$ cat config.mk
export PLATFORM = sky130hd
export DESIGN_NAME = gate_seq
export DESIGN_NICKNAME = d
export VERILOG_FILES = /design/src/rtl/gate_seq.sv
export SDC_FILE = /design/constraint.sdc
export NUM_CORES = 1
export LEC_CHECK = 0
export CORE_MARGIN = 4
export CORE_UTILIZATION = 53
export CTS_CLUSTER_DIAMETER = 80
export DETAILED_ROUTE_END_ITERATION = 8
export HOLD_SLACK_MARGIN = 0.03
export PLACE_DENSITY = 0.8
export SYNTH_ARGS = -nofsm -noshare
export SYNTH_HDL_FRONTEND = slang
export SYNTH_SLANG_ARGS = --single-unit
export TNS_END_PERCENT = 50
$ cat constraint.sdc
create_clock -name clk -period 18.17 [get_ports clk]
set_input_delay 5.451 -clock clk [delete_from_list [all_inputs] [get_ports clk]]
set_output_delay 5.451 -clock clk [all_outputs]
set_load 0.005 [all_outputs]
$ cat src/rtl/gate_seq.sv
// rtl/gate_seq.sv - garbled-gate evaluation sequencer between gate decoder, label_ctl and AES
module gate_seq #(
    parameter int LABEL_W = 128,
    parameter int TIMEOUT = 1024
) (
    input  logic               clk,
    input  logic               rst,
    input  logic [1:0]         gate_type,
    input  logic               id_1_strobe,
    input  logic               id_2_strobe,
    input  logic               ctxt_strobe,
    input  logic [1:0]         ctxt_idx,
    input  logic [LABEL_W-1:0] ctxt,
    input  logic               gate_id_strobe,
    input  logic               l_ctl_done,
    input  logic [LABEL_W-1:0] label_out,
    input  logic [1:0]         ctxt_point,
    input  logic               aes_done,
    input  logic [LABEL_W-1:0] aes_out,
    output logic               aes_start,
    output logic               l_ctl_store,
    output logic [LABEL_W-1:0] new_label,
    output logic               busy,
    output logic               error,
    input  logic               err_clear,
    output logic [23:0]        gates_done
);
    localparam int TW = $clog2(TIMEOUT + 1);
    localparam logic [1:0] G_AND = 2'd0;
    localparam logic [1:0] G_BUF = 2'd2;
    localparam logic [1:0] G_BAD = 2'd3;

    typedef enum logic [2:0] {
        IDLE, FETCH, AES_START, AES_WAIT, CTXT_WAIT, ID_WAIT, STORE
    } state_t;

    state_t             state, state_n;
    logic [1:0]         gtype;
    logic [1:0]         pt;
    logic [LABEL_W-1:0] cbuf [4];
    logic [3:0]         ctxt_valid;
    logic               gid_pending;
    logic [TW-1:0]      timer;

    logic               err_set, label_we, abort, timed, id_strobe;
    logic               ctxt_bypass, gid_set, clear_buf;
    logic [LABEL_W-1:0] label_n, ctxt_word;

    assign aes_start   = (state == AES_START);
    assign l_ctl_store = (state == STORE);
    assign busy        = (state != IDLE);
    assign id_strobe   = id_1_strobe | id_2_strobe;
    assign timed       = (state == FETCH) || (state == AES_WAIT) || (state == CTXT_WAIT);
    // A ciphertext arriving in the same cycle it is needed is used directly.
    assign ctxt_bypass = ctxt_strobe && (ctxt_idx == pt);
    assign ctxt_word   = ctxt_bypass ? ctxt : cbuf[pt];
    assign gid_set     = gate_id_strobe && timed || gate_id_strobe && (state == AES_START);
    assign clear_buf   = (state == STORE) || abort;

    always_comb begin
        state_n  = state;
        err_set  = 1'b0;
        label_we = 1'b0;
        label_n  = new_label;
        abort    = 1'b0;
        case (state)
            IDLE: begin
                if (id_strobe && gate_type == G_BAD)
                    err_set = 1'b1;
                else if ((gate_type == G_BUF && id_1_strobe) ||
                         (gate_type != G_BUF && id_2_strobe))
                    state_n = FETCH;
                if (gate_id_strobe)
                    err_set = 1'b1;
            end
            FETCH: if (l_ctl_done) begin
                label_we = 1'b1;
                label_n  = label_out;
                state_n  = (gtype == G_AND) ? AES_START : ID_WAIT;
            end
            AES_START: state_n = AES_WAIT;
            AES_WAIT: if (aes_done) begin
                label_we = 1'b1;
                if (ctxt_valid[pt]) begin
                    label_n = aes_out ^ cbuf[pt];
                    state_n = ID_WAIT;
                end else begin
                    label_n = aes_out;
                    state_n = CTXT_WAIT;
                end
            end
            CTXT_WAIT: if (ctxt_valid[pt] || ctxt_bypass) begin
                label_we = 1'b1;
                label_n  = new_label ^ ctxt_word;
                state_n  = ID_WAIT;
            end
            ID_WAIT: if (gid_pending || gate_id_strobe) state_n = STORE;
            STORE: state_n = IDLE;
            default: state_n = IDLE;
        endcase

        if (timed && state_n == state && timer == TW'(TIMEOUT - 1)) begin
            abort   = 1'b1;
            err_set = 1'b1;
            state_n = IDLE;
        end
        if (state != IDLE && id_strobe)
            err_set = 1'b1;
        if (ctxt_strobe && ctxt_valid[ctxt_idx] && state != STORE)
            err_set = 1'b1;
        if (gate_id_strobe && state != IDLE && (gid_pending || state == STORE))
            err_set = 1'b1;
    end

    always_ff @(posedge clk) begin
        if (rst) begin
            state       <= IDLE;
            gtype       <= G_AND;
            pt          <= 2'd0;
            new_label   <= '0;
            error       <= 1'b0;
            gates_done  <= 24'd0;
            ctxt_valid  <= 4'd0;
            gid_pending <= 1'b0;
            timer       <= '0;
        end else begin
            state <= state_n;
            if (state == IDLE && state_n == FETCH)
                gtype <= gate_type;
            if (state == FETCH && l_ctl_done)
                pt <= ctxt_point;
            if (label_we)
                new_label <= label_n;
            error <= err_set | (error & ~err_clear);
            if (state == STORE)
                gates_done <= gates_done + 24'd1;
            // A strobe in the clearing cycle belongs to the next gate, so set wins.
            ctxt_valid <= (clear_buf ? 4'd0 : ctxt_valid) |
                          (ctxt_strobe ? (4'd1 << ctxt_idx) : 4'd0);
            if (clear_buf)
                gid_pending <= 1'b0;
            else if (gid_set)
                gid_pending <= 1'b1;
            if (!timed || state_n != state)
                timer <= '0;
            else
                timer <= timer + TW'(1);
        end
    end

    always_ff @(posedge clk) begin
        if (ctxt_strobe)
            cbuf[ctxt_idx] <= ctxt;
    end
endmodule

==> results summary <==
The total vias in the final route came out at 23.6k. The number of CTS-inserted buffers came out at around 70. The share of the cycle needed by the critical path after routing is a little under half. The critical path is of the in -> reg type.

The slowest stage cell on the critical path is sky130_fd_sc_hd__nand3_4. The final critical-path required period came out at between 8000 and 9000 ps. The net count after synthesis is around 2.9k.

The remaining antenna violation count is 0. The net count of the finished layout is ~3.4k. The count of maximum capacitance violations came out at 0. During placement, the flow inserted port buffers numbering approximately 550. The most frequent cell on the critical path is sky130_fd_sc_hd__nand2_1.

In this run, post-CTS repair resized a total of 0 instances. The summed instance area of the synthesized netlist is slightly above 0.03 mm2. For this configuration, the core starts out at a cell density of a little over half. In this run the power density over the cells is 95.1 mW/mm2. The number of global-route vias before repair is 24.4k. The layout has about 4k filler cells. The count of final max-slew check failures was 0. The area added between synthesis and finish came out at 27.4%. The number of warnings reported in the yosys synthesis log is 0. In the routed design, unresolved DRC markers number 0. In this run the static leakage power is ~14 nW.

The number of placement rows is 88. The number of sinks handled by clock tree synthesis came out at just under 700. The worst endpoint data arrival time came out at approximately 9000 ps. The slew at the pin closest to its max-slew limit came out at 1250 ps.

The depth of the worst hold-timing path is 1. The sequential cells in the finished layout cover a total of about 0.019 mm2. The number of setup buffers added after CTS is 0. The number of endpoints with negative hold slack in the final report is 0. The total overflow reported by the global router came out at 0. The highest achievable clock rate is 0.116 GHz. The flip-flop and latch count after synthesis came out at 690.

Prior to clock tree synthesis, the placed netlist has a worst setup slack of ~9000 ps. The count of different cell masters after synthesis came out at between 50 and 60. The level count of the clock H-tree is 3. The number of I/O pins came out at 555.

The worst min-delay path class is reg -> reg. After detailed routing, the number of vias per cell comes to 6.17. The largest fanout on the critical path came out at a little under 80.

The type of element capturing the critical path is a register. The setup slack after layout is 9560 ps. The cell sitting at the root of the clock tree is a sky130_fd_sc_hd__clkbuf_16.

The headroom to the max-slew limit came out at between 10% and 20%. In the final routed layout, each cell accounts on average for 24.3 um. Traced cell by cell, the critical path runs through clkdlybuf4s50_1, xnor2_1, nand3_4, buf_4, nand2_1, nand2_1, a221oi_1, o2bb2ai_1. In this run the mean area of a mapped cell was roughly 12 um2.

The end-of-flow core utilization is about two thirds. The area of the multi-input gates came out at around 0.011 mm2. The clock insertion delay at the later pin of the skew report came out at between 600 and 700 ps. For the final database, setup skew stands at slightly above 20 ps. The post-synthesis instance total came out at approximately 2.5k. The number of iterations in the first detailed-routing pass came out at 5.

The die area is 0.0620 mm2. The placer congestion estimate came out at 0.915. The quantity of hold-fixing buffers added after cts came out at 0. The detailed router finished its first iteration with 2,438 violations. The y dimension of the die is between 200 and 250 um. The final HPWL from detailed placement came out at around 58 mm. The summed negative setup slack over all endpoints is 0 ps. Setup repair after global routing left no endpoint under its margin.

The first global-routing pass estimated 142 mm of wire. The total area inside the core boundary comes to 0.0576 mm2. The flow ran to the end, and the final reports show no timing, DRC or antenna violations. The worst setup path is launched from a primary input. The worst-case IR drop observed on VDD is between 60 and 70 uV. The worst reg2reg path depth came out at 7. The pin count of the biggest net entering global routing is about 90. For this run, the slowest stage of the critical path takes around 920 ps.

The global router's overall resource usage is approximately 29%. The clock-pin slew on the worst setup and hold paths is around 50 ps. The final count of negative-setup-slack endpoints is 0. From left edge to right edge, the die measures approximately 250 um. The maximum number of buffers from clock root to sink is 3. The post-detailed-routing wire length came out at around 93 mm. Data on the critical path is required at its endpoint by 18,630 ps. The post-route netlist has under 10% of its cells at a drive strength greater than 1. The share of the yosys chip area belonging to registers is between 60% and 70%. The initial antenna violation count is 16. TritonCTS built the clock tree.
==> cell usage after synthesis (all sizes together) <==
master | number | share of area [%]
nor2b | 3 | 0.061
a2bb2o | 1 | 0.033
or3b | 2 | 0.057
o221ai | 2 | 0.077
or3 | 2 | 0.041
o21ai | 138 | 2.3
nand2b | 6 | 0.12
and4 | 2 | 0.057
edfxtp | 512 | 50
nor3 | 10 | 0.18
mux2 | 1 | 0.037
clkbuf | 109 | 1.3
xnor2 | 8 | 0.23
nand3b | 2 | 0.049
o211ai | 1 | 0.024
and3b | 1 | 0.028
a2bb2oi | 1 | 0.028
or2 | 1 | 0.020
buf | 58 | 0.91
nor3b | 3 | 0.073
xor2 | 153 | 4.4
dfxtp | 178 | 12
a221oi | 127 | 3.6
ha | 2 | 0.081
a31oi | 3 | 0.11
a21oi | 18 | 0.29
mux4 | 130 | 9.5
and2 | 1 | 0.020
and4b | 1 | 0.033
a22oi | 1 | 0.024
a211oi | 2 | 0.065
inv | 8 | 0.098
nor2 | 309 | 3.8
mux2i | 1 | 0.033
nand2 | 534 | 6.5
a21o | 1 | 0.024
nand4 | 9 | 0.18
and3 | 10 | 0.20
nand3 | 16 | 0.26
a32o | 1 | 0.033
a211o | 1 | 0.028
a22o | 2 | 0.057
o2bb2ai | 127 | 3.6
==> cell type report <==
class	count	area share, %
Inverter	8	0.0766
Multi-Input combinational cell	1633	28.6
Clock buffer	98	4.89
Timing Repair Buffer	581	14.7
Sequential cell	690	48.3
Clock inverter	36	0.931
Tap cell	765	2.44
Antenna cell	13	0.0829
==> layer usage <==
layer / vias up / global-route usage [%] / routed length (um)
li1: 10200 / - / -
met1: 11600 / 37.6 / 35200
met4: 8 / 12.2 / 3700
met2: 1494 / 48.3 / 45000
met3: 256 / 6.15 / 8870
met5: - / 0 / 55
==> sequential cells by signal, indices dropped and copies added, names as in the netlist, named ones only <==
signal	count
ctxt_valid	4
state	3
gates_done	24
gid_pending	1
error	1
pt	2
cbuf	512
timer	11
new_label	128
gtype	2
==> power by group <==
part | switching (mW) | internal (mW) | total (mW)
combinational | 0.251 | 0.226 | 0.476
clock | 0.606 | 0.832 | 1.44
sequential | 0.0401 | 1.78 | 1.82
==> final timing paths <==
check	endpoint	start	slack [ps]
worst max-delay path	new_label[15]	ctxt_idx[0]	9560
worst min-delay path	timer[0]	timer[0]	460
worst max register to register	new_label[52]	state[1]	13650
worst min register to register	timer[0]	timer[0]	460
==> metrics by stage <==
step	hold WS (ps)	instances	total power [mW]	cell area [um2]
floorplan	430	2498	2.08	30800
global placement	440	3677	2.30	36900
detailed placement	453	3677	2.31	36900
CTS	466	3811	3.75	39200
global route	494	3819	3.86	39200
finish	463	3824	3.73	39200
==> cell families (layout without fill, tap and decap cells) <==
| family | count (synthesis) | in the layout | synth area share (%) |
|---|---|---|---|
| AND/OR/NAND/NOR | 912 | 912 | 11.7 |
| flip-flops | 690 | 690 | 61.5 |
| AO/OA/AOI/OAI | 426 | 426 | 10.3 |
| buffers and inverters | 175 | 723 | 2.33 |
| XOR/XNOR | 161 | 161 | 4.58 |
| multiplexers | 132 | 132 | 9.58 |
| adder cells (fa/ha/maj) | 2 | 2 | 0.0812 |
| other | 0 | 13 | 0 |
==> cell usage in the layout, fill, tap and decap left out, types with 72 or more instances in the layout <==
cell and count:
sky130_fd_sc_hd__clkbuf_16 72, sky130_fd_sc_hd__dfxtp_1 176, sky130_fd_sc_hd__mux4_2 129, sky130_fd_sc_hd__xor2_1 153, sky130_fd_sc_hd__clkdlybuf4s50_1 554, sky130_fd_sc_hd__nand2_1 533, sky130_fd_sc_hd__o21ai_0 134, sky130_fd_sc_hd__nor2_1 306
sky130_fd_sc_hd__o2bb2ai_1 127, sky130_fd_sc_hd__edfxtp_1 512, sky130_fd_sc_hd__a221oi_1 127
==> worst max-delay path, delay by kind of cell <==
kind,cells,cell delay (ps)
and+or+nand+nor,3,1150
xor gates and xnor gates,1,520
AOI/OAI and AO/OA,2,440
buffers and inverters,2,1320
Note: power is estimated with default switching activity, not from simulation.
==> edit (same settings) <==
Set the parameter `TIMEOUT` to 256 (it was 1024).
--- a/src/rtl/gate_seq.sv
+++ b/src/rtl/gate_seq.sv
@@ -1,7 +1,7 @@
 // rtl/gate_seq.sv - garbled-gate evaluation sequencer between gate decoder, label_ctl and AES
 module gate_seq #(
     parameter int LABEL_W = 128,
-    parameter int TIMEOUT = 1024
+    parameter int TIMEOUT = 256
 ) (
     input  logic               clk,
     input  logic               rst,
Formal check against the unedited RTL: no difference found for any inputs over 4 cycles, from zero or initial values and one cycle with rst high; that may be too few to reach the edited logic, so the function may still have changed.
==> edit against the original RTL <==
Total power increased by 3.3%; sequential cell count decreased by 2; synthesized area increased by 5.4%; non-clock buffer count decreased by 1; worst setup slack got worse by 0.19 ns; cell area increased by 4.4%; register-to-register slack improved by 0.45 ns; wire length decreased by 2.4%; sequential share of layout area decreased by 2.1 points; critical path type unchanged; largest cell class unchanged; largest power group unchanged.
==> edit: results (changes against the original RTL) <==
status - completed (unchanged)
WL met2 - 45700 microns (was 45000 microns)
global placement routability congestion - 0.875 (was 0.915)
Gate Count Post-Synth - 2224 (was 2498)
met3 routed WL - 5790 microns (was 8870 microns)
CTS Buf Count - 73 (was 72)
R2R Setup Slk - 14.10 ns (was 13.65 ns)
largest net degree at the start of global routing - 130 (was 92)
final hold slack - 0.469 ns (was 0.463 ns)
Unique masters post-synth - 50 (was 52)
crit path capture - new_label[89]$_SDFFE_PP0P_ (was new_label[15]$_SDFFE_PP0P_)
Syn Nets - 2626 (was 2899)
fill cell count - 4120 (was 3950)
vias in the first global route - 23648 (was 24435)
crit path DAT - 9.23 ns (was 9.08 ns)
nets - 3115 (was 3387)
Post-Synth XOR/XNOR Area - 4.13% (was 4.58%)
reg2reg end - new_label[9]$_SDFFE_PP0P_ (was new_label[52]$_SDFFE_PP0P_)
Slew HR - 11.3% (was 16.5%)
mux cell area share after synthesis - 13.7% (was 9.58%)
final worst-path cycle share - 48.5% (was 47.4%)
M1 GR Usage - 34.2% (was 37.6%)
first-pass GRT wire length - 139000 microns (was 142000 microns)
leading post-synthesis cells by cell area - edfxtp_1, dfxtp_1, mux4_2, o32ai_2, mux2_2 (was edfxtp_1, dfxtp_1, mux4_2, nand2_1, xor2_1)
Vias - 22202 (was 23595)
GR Layer Usage met2 - 45.5% (was 48.3%)
Post-Layout Cell Count - 3563 (was 3824)
hpwl dp - 57500 microns (was 58200 microns)
## edit: changes by cell type after synthesis, sizes merged, moves of 7 or more
cell	delta
nand2	-390
nor2	-148
xor2	-141
xnor2	+133
inv	+130
o21ai	-129
a222oi	+128
mux2	+128
o21ba	+128
o32ai	+128
o2bb2ai	-127
a221oi	-126
nor4	+7
## edit: final cells by class
| cell class | count | area [sq um] | area share (%) |
|---|---|---|---|
| antenna | 9 | 22.5 | 0.0550 |
| inverter | 138 | 518 | 1.26 |
| timing repair buffer | 580 | 5760 | 14.1 |
| multi-input combinational | 1232 | 12400 | 30.3 |
| clock buffer | 109 | 2130 | 5.19 |
| sequential | 688 | 18900 | 46.2 |
| tap | 782 | 978 | 2.39 |
| clock inverter | 25 | 262 | 0.638 |
## edit: critical path, cell delays in order
cell and delay [ns]:
clkdlybuf4s50_1 0.68, xnor2_1 0.19, nand3_4 0.68, buf_4 1.10, mux2_2 0.45, a222oi_1 0.41, o32ai_2 0.15
